File: src/rtl/generador_frecuencia_pkg.sv
// Shared definitions for the square-wave frequency generator: setting width,
// the fastest legal setting, FSM states and the setting/half-period helpers.
package generador_frecuencia_pkg;

    localparam int SETTING_W = 4;
    localparam logic [SETTING_W-1:0] SETTING_MAX = 4'd8;

    typedef enum logic {
        IDLE = 1'b0,
        RUN  = 1'b1
    } estado_t;

    // Clamp a raw selector value into the legal 0..SETTING_MAX range.
    function automatic logic [SETTING_W-1:0] sat(input logic [SETTING_W-1:0] n);
        return (n > SETTING_MAX) ? SETTING_MAX : n;
    endfunction

    // Half-period in clock cycles for setting n: each step up halves it.
    function automatic logic [31:0] half_period(input logic [31:0] div0,
                                                input logic [SETTING_W-1:0] n);
        return div0 >> n;
    endfunction

endpackage

File: src/rtl/contador_medio_periodo.sv
// Half-period counter: counts up to a programmable limit, flags the terminal
// count and wraps to zero there, and can be cleared synchronously at any time.
module contador_medio_periodo #(
    parameter int W = 25
) (
    input  logic         clk,
    input  logic         rst,
    input  logic         clear,
    input  logic         avanzar,
    input  logic [W-1:0] limite,
    output logic         terminal
);

    logic [W-1:0] cnt_q;
    logic [W-1:0] cnt_d;

    assign terminal = (cnt_q == limite);

    // Next count: clear wins, otherwise advance and wrap at the terminal count.
    always_comb begin
        cnt_d = cnt_q;
        if (clear) begin
            cnt_d = '0;
        end else if (avanzar) begin
            if (terminal) begin
                cnt_d = '0;
            end else begin
                cnt_d = cnt_q + W'(1);
            end
        end
    end

    // Count register with synchronous reset.
    always_ff @(posedge clk) begin
        if (rst) begin
            cnt_q <= '0;
        end else begin
            cnt_q <= cnt_d;
        end
    end

endmodule

File: src/rtl/generador_frecuencia.sv
// Square-wave generator with 9 selectable frequencies. The applied setting is
// only refreshed at the end of a full period so a mid-period change on bf never
// produces a runt half-period; tick marks each rising edge of onda.
module generador_frecuencia
    import generador_frecuencia_pkg::*;
#(
    parameter int unsigned DIV0 = 25_000_000,
    parameter int          W    = 25
) (
    input  logic                 clk,
    input  logic                 rst,
    input  logic                 enable,
    input  logic [SETTING_W-1:0] bf,
    output logic                 onda,
    output logic                 tick,
    output logic [SETTING_W-1:0] bf_activo,
    output logic                 cambio,
    output logic                 fuera_rango
);

    estado_t              estado_q, estado_d;
    logic                 onda_q, onda_d;
    logic                 tick_q, tick_d;
    logic [SETTING_W-1:0] bf_activo_q, bf_activo_d;
    logic                 cambio_q, cambio_d;
    logic                 fuera_rango_q, fuera_rango_d;

    logic [31:0]          medio;
    logic [W-1:0]         limite;
    logic                 terminal;
    logic                 avanzar;
    logic                 limpiar;
    logic [SETTING_W-1:0] bf_sat;

    assign bf_sat  = sat(bf);
    assign medio   = half_period(DIV0, bf_activo_q);
    assign limite  = W'(medio - 32'd1);
    assign avanzar = (estado_q == RUN) && enable;
    assign limpiar = (estado_q != RUN) || !enable;

    contador_medio_periodo #(
        .W (W)
    ) u_contador (
        .clk      (clk),
        .rst      (rst),
        .clear    (limpiar),
        .avanzar  (avanzar),
        .limite   (limite),
        .terminal (terminal)
    );

    // Next-state and next-output logic for the IDLE/RUN controller.
    always_comb begin
        estado_d      = estado_q;
        onda_d        = onda_q;
        tick_d        = 1'b0;
        cambio_d      = 1'b0;
        bf_activo_d   = bf_activo_q;
        fuera_rango_d = (bf > SETTING_MAX);
        case (estado_q)
            IDLE: begin
                onda_d = 1'b0;
                if (enable) begin
                    estado_d    = RUN;
                    bf_activo_d = bf_sat;
                    cambio_d    = (bf_sat != bf_activo_q);
                end
            end
            RUN: begin
                if (!enable) begin
                    estado_d = IDLE;
                    onda_d   = 1'b0;
                end else if (terminal) begin
                    onda_d = ~onda_q;
                    if (!onda_q) begin
                        tick_d = 1'b1;
                    end else begin
                        bf_activo_d = bf_sat;
                        cambio_d    = (bf_sat != bf_activo_q);
                    end
                end
            end
            default: begin
                estado_d = IDLE;
                onda_d   = 1'b0;
            end
        endcase
    end

    // State and output registers; reset overrides every other event.
    always_ff @(posedge clk) begin
        if (rst) begin
            estado_q      <= IDLE;
            onda_q        <= 1'b0;
            tick_q        <= 1'b0;
            bf_activo_q   <= '0;
            cambio_q      <= 1'b0;
            fuera_rango_q <= 1'b0;
        end else begin
            estado_q      <= estado_d;
            onda_q        <= onda_d;
            tick_q        <= tick_d;
            bf_activo_q   <= bf_activo_d;
            cambio_q      <= cambio_d;
            fuera_rango_q <= fuera_rango_d;
        end
    end

    assign onda        = onda_q;
    assign tick        = tick_q;
    assign bf_activo   = bf_activo_q;
    assign cambio      = cambio_q;
    assign fuera_rango = fuera_rango_q;

endmodule

File: config.mk
export PLATFORM = sky130hd
export DESIGN_NAME = generador_frecuencia
export DESIGN_NICKNAME = d
export VERILOG_FILES = /design/src/rtl/generador_frecuencia_pkg.sv /design/src/rtl/contador_medio_periodo.sv /design/src/rtl/generador_frecuencia.sv
export SDC_FILE = /design/constraint.sdc
export NUM_CORES = 1
export LEC_CHECK = 0
export ABC_AREA = 1
export BUFFER_PORTS_ARGS = -buffer_cell sky130_fd_sc_hd__buf_2
export CORE_ASPECT_RATIO = 0.9
export CORE_MARGIN = 2
export CORE_UTILIZATION = 45
export CTS_CLUSTER_DIAMETER = 30
export CTS_CLUSTER_SIZE = 25
export DETAILED_ROUTE_END_ITERATION = 16
export PLACE_DENSITY_LB_ADDON = 0.25
export SYNTH_ARGS = -nofsm -noshare
export SYNTH_HDL_FRONTEND = slang
export SYNTH_SLANG_ARGS = --single-unit
File: constraint.sdc
create_clock -name clk -period 5.1 [get_ports clk]
set_clock_uncertainty 0.15 [all_clocks]
set_input_delay 1.02 -clock clk [delete_from_list [all_inputs] [get_ports clk]]
set_output_delay 1.02 -clock clk [all_outputs]
set_load 0.05 [all_outputs]
==> results.md <==
- Largest net degree at the start of global routing: 25
- DRT antenna net count: 0
- Max-Cap Viols: 0
- Routability cong.: 1.00
- Mapped cell area: 2560 um^2
- CP endpoint kind: flop
- Die Area: 6310 um^2
- H-tree levels: 2
- RSZ-0062 raised after global routing: false
- Post-CTS Hold Fix Bufs: 0
- Leakage: 1.20 nW
- PD cells: 246 nW/um^2
- Status: finished clean
- Clock period minus worst slack: 3.31 ns
- DRC viols: 0
- GRT overflow: 0
- Final period util: 0.649
- Vias/cell: 5.18
- Input/output buffers: 14
- Setup Buffers After CTS: 0
- Post-DR wirelength/cell: 13.4 um
- Pre-Repair DR Iteration Count: 5
- CP arrival: 3.32 ns
- Worst ir drop on vdd: 151 uV
- TritonCTS buffer count: 5
- Mean Syn Cell Area: 6.19 um^2
- Core Region: 5600 um^2
- Die width: 83.5 um
- Yosys cell types: 33
- Nets: 433
- Gr usage total: 0.227
- Initial antenna violation count: 0
- Total number of vias: 2,561
- Fmax: 302 MHz
- Non-Filler Instances: 494
- Sw Ratio: 0.301
- First-pass GRT wire length: 11,200 um
- Setup CP Type: reg2reg
- Synth Net Count: 423
- Vias in the first global route: 2,295
- Row cnt: 26
- Worst skew pair latency: 0.28 ns
- Yosys Warn Count: 0
- CTS Root Cell: clkbuf_8
- Final slew viol count: 0
- Net Switching: 0.000201 W
- Setup_tns: 0 ns
- Slew @ Worst Pin: 0.641 ns
- CTS Buffer Depth: 2
- Clock Sink Count: 34
- Data required, critical path: 5.11 ns
- Synth Instances: 414
- Critical-path maximum fanout: 24
- Rel. slew slack: 0.572
- Final setup fails: 0
- Area delta synth->final: 6.40%
- Comb power frac: 0.204
- Seq cells post-synth: 34
- Startpoint Class: flop
- Layout cell share with drive strength beyond 1: 0.130
- Seq/Total Area, Yosys: 0.266
- Die Ht: 75.6 um
- Seq pwr share: 0.418
- Drt total wl: 6620 um
- Internal power: 0.000468 W
- Post-route cell area: 2730 um^2
- Share of the synthesized area in the top cell type: 0.266
- Post-CTS resize count: 0
- Count of final hold-check violations: 0
- Clk slew on worst S/H paths: 0.07 ns
- Cells after DPL: 487
- Power share of the clock group: 0.378
- Hold WC Path Type: reg2reg
- Synth area leader: dfxtp_1
- Post-DP HPWL: 5260 um
- N_diodes: 0
- Dpl cell area: 2610 um^2
- Initial Util: 0.458
- Synth top area cells: dfxtp_1 (27%), nand2_1 (18%), nor2_1 (8.6%), nand3_1 (7.8%), inv_1 (6.6%)
- Io pins: 15
- 1st-iter DRT viols: 241
- CTS tree: built
state kept, by name, indices dropped and copies added, names as in the netlist:
signal and cells:
u_contador.cnt_q 25, tick 1, cambio 1, bf_activo 4, estado_q 1, onda 1
fuera_rango 1
layout by cell type (no fill, tap or decap), types with 2 or more instances in the layout:
cell | synthesis | final
nor4_1 | 2 | 2
nand2_2 | 6 | 6
nor3_1 | 9 | 9
dfxtp_1 | 34 | 34
buf_2 | 1 | 14
xnor2_1 | 3 | 3
nor3_2 | 2 | 2
nor2_1 | 59 | 59
nor2_2 | 13 | 13
nand3_1 | 40 | 40
nand2_1 | 124 | 124
xor2_1 | 17 | 17
o21ai_0 | 9 | 9
ha_1 | 2 | 2
a21oi_1 | 6 | 6
clkbuf_8 | 0 | 6
inv_2 | 2 | 2
nand4_1 | 11 | 11
nand3_2 | 5 | 5
inv_1 | 45 | 45
nand3b_1 | 4 | 4
through the flow:
| stage | setup WS, ns | power (W) | hold slack [ns] | util |
|---|---|---|---|---|
| 4_1_cts | 1.79 | 0.000676 | 0.374 | 0.487 |
| 6_report | 1.79 | 0.000670 | 0.371 | 0.487 |
| 3_3_place_gp | 1.85 | 0.000421 | 0.345 | 0.467 |
| 3_5_place_dp | 1.81 | 0.000421 | 0.356 | 0.467 |
| 5_1_grt | 1.44 | 0.000708 | 0.390 | 0.487 |
| 2_1_floorplan | 2.28 | 0.000397 | 0.301 | - |
power groups by stage:
stage,Sequential [W],Combinational [W],Clock [W]
finish,0.000280,0.000137,0.000253
global route,0.000281,0.000153,0.000273
CTS,0.000280,0.000136,0.000261
detailed placement,0.000286,0.000135,0
global placement,0.000286,0.000135,0
floorplan,0.000289,0.000108,0
routing by layer:
metal / vias up / part of all wire / routed length, um / GRT usage
met5: - / 0 / 0 / 0
met4: 0 / 0.014 / 94 / 0.0645
met3: 6 / 0.060 / 395 / 0.0444
met2: 90 / 0.42 / 2750 / 0.343
met1: 1144 / 0.51 / 3380 / 0.332
li1: 1321 / - / - / -
final timing paths:
path                            start             endpoint  slack, ns  cells after the start
setup reg to reg         bf_activo[3]                 onda       1.79                     19
hold reg to reg   u_contador.cnt_q[0]  u_contador.cnt_q[0]       0.37                      1
setup / recovery         bf_activo[3]                 onda       1.79                     19
hold / removal    u_contador.cnt_q[0]  u_contador.cnt_q[0]       0.37                      1
cell usage after synthesis:
master / n
buf_6: 5
nand3_1: 40
nand2_2: 6
o21ai_0: 9
a21oi_1: 6
nor2_4: 1
nand3_4: 1
inv_2: 2
inv_1: 45
or2_1: 1
xor2_1: 17
nand3_2: 5
inv_4: 1
inv_6: 1
buf_2: 1
nand4_1: 11
buf_4: 4
nor2_2: 13
nor2_1: 59
nand2_1: 124
nor3b_2: 1
nor4_1: 2
ha_1: 2
nor3b_1: 1
nor3_1: 9
a21boi_0: 1
o22ai_1: 1
nand3b_1: 4
xnor2_1: 3
nor3_2: 2
dfxtp_1: 34
or2_2: 1
buf_8: 1
logic make-up (layout without fill, tap and decap cells):
logic type,after synthesis,after routing,synth area share
AND/OR/NAND/NOR,281,281,0.505
buffers and inverters,60,70,0.116
flip-flops,34,34,0.266
XOR/XNOR,20,20,0.0684
AO/OA/AOI/OAI,17,17,0.0347
adder cells (fa/ha/maj),2,2,0.00977
area by class of cell:
cell class / count / area, um^2
Sequential cell: 34 / 681
Multi-Input combinational cell: 320 / 1580
Clock buffer: 6 / 82.6
Inverter: 49 / 191
Fill cell: 607 / 2870
Timing Repair Buffer: 14 / 70.1
Clock inverter: 1 / 30.0
Tap cell: 70 / 87.6
critical path, cell delays in order, from the launching register on:
cell	delay (ns)
dfxtp_1	0.66
inv_2	0.31
nand2_1	0.20
inv_1	0.08
a21oi_1	0.15
ha_1	0.27
nand2_1	0.08
inv_1	0.03
nor2_1	0.08
nand2_1	0.06
inv_1	0.06
nand2_1	0.05
nor2_1	0.10
nand2_1	0.05
nor2_1	0.08
nand2_1	0.07
nor2_2	0.14
nand3_2	0.15
nand3_4	0.29
o22ai_1	0.12
Power figures use the tool's default switching activity.
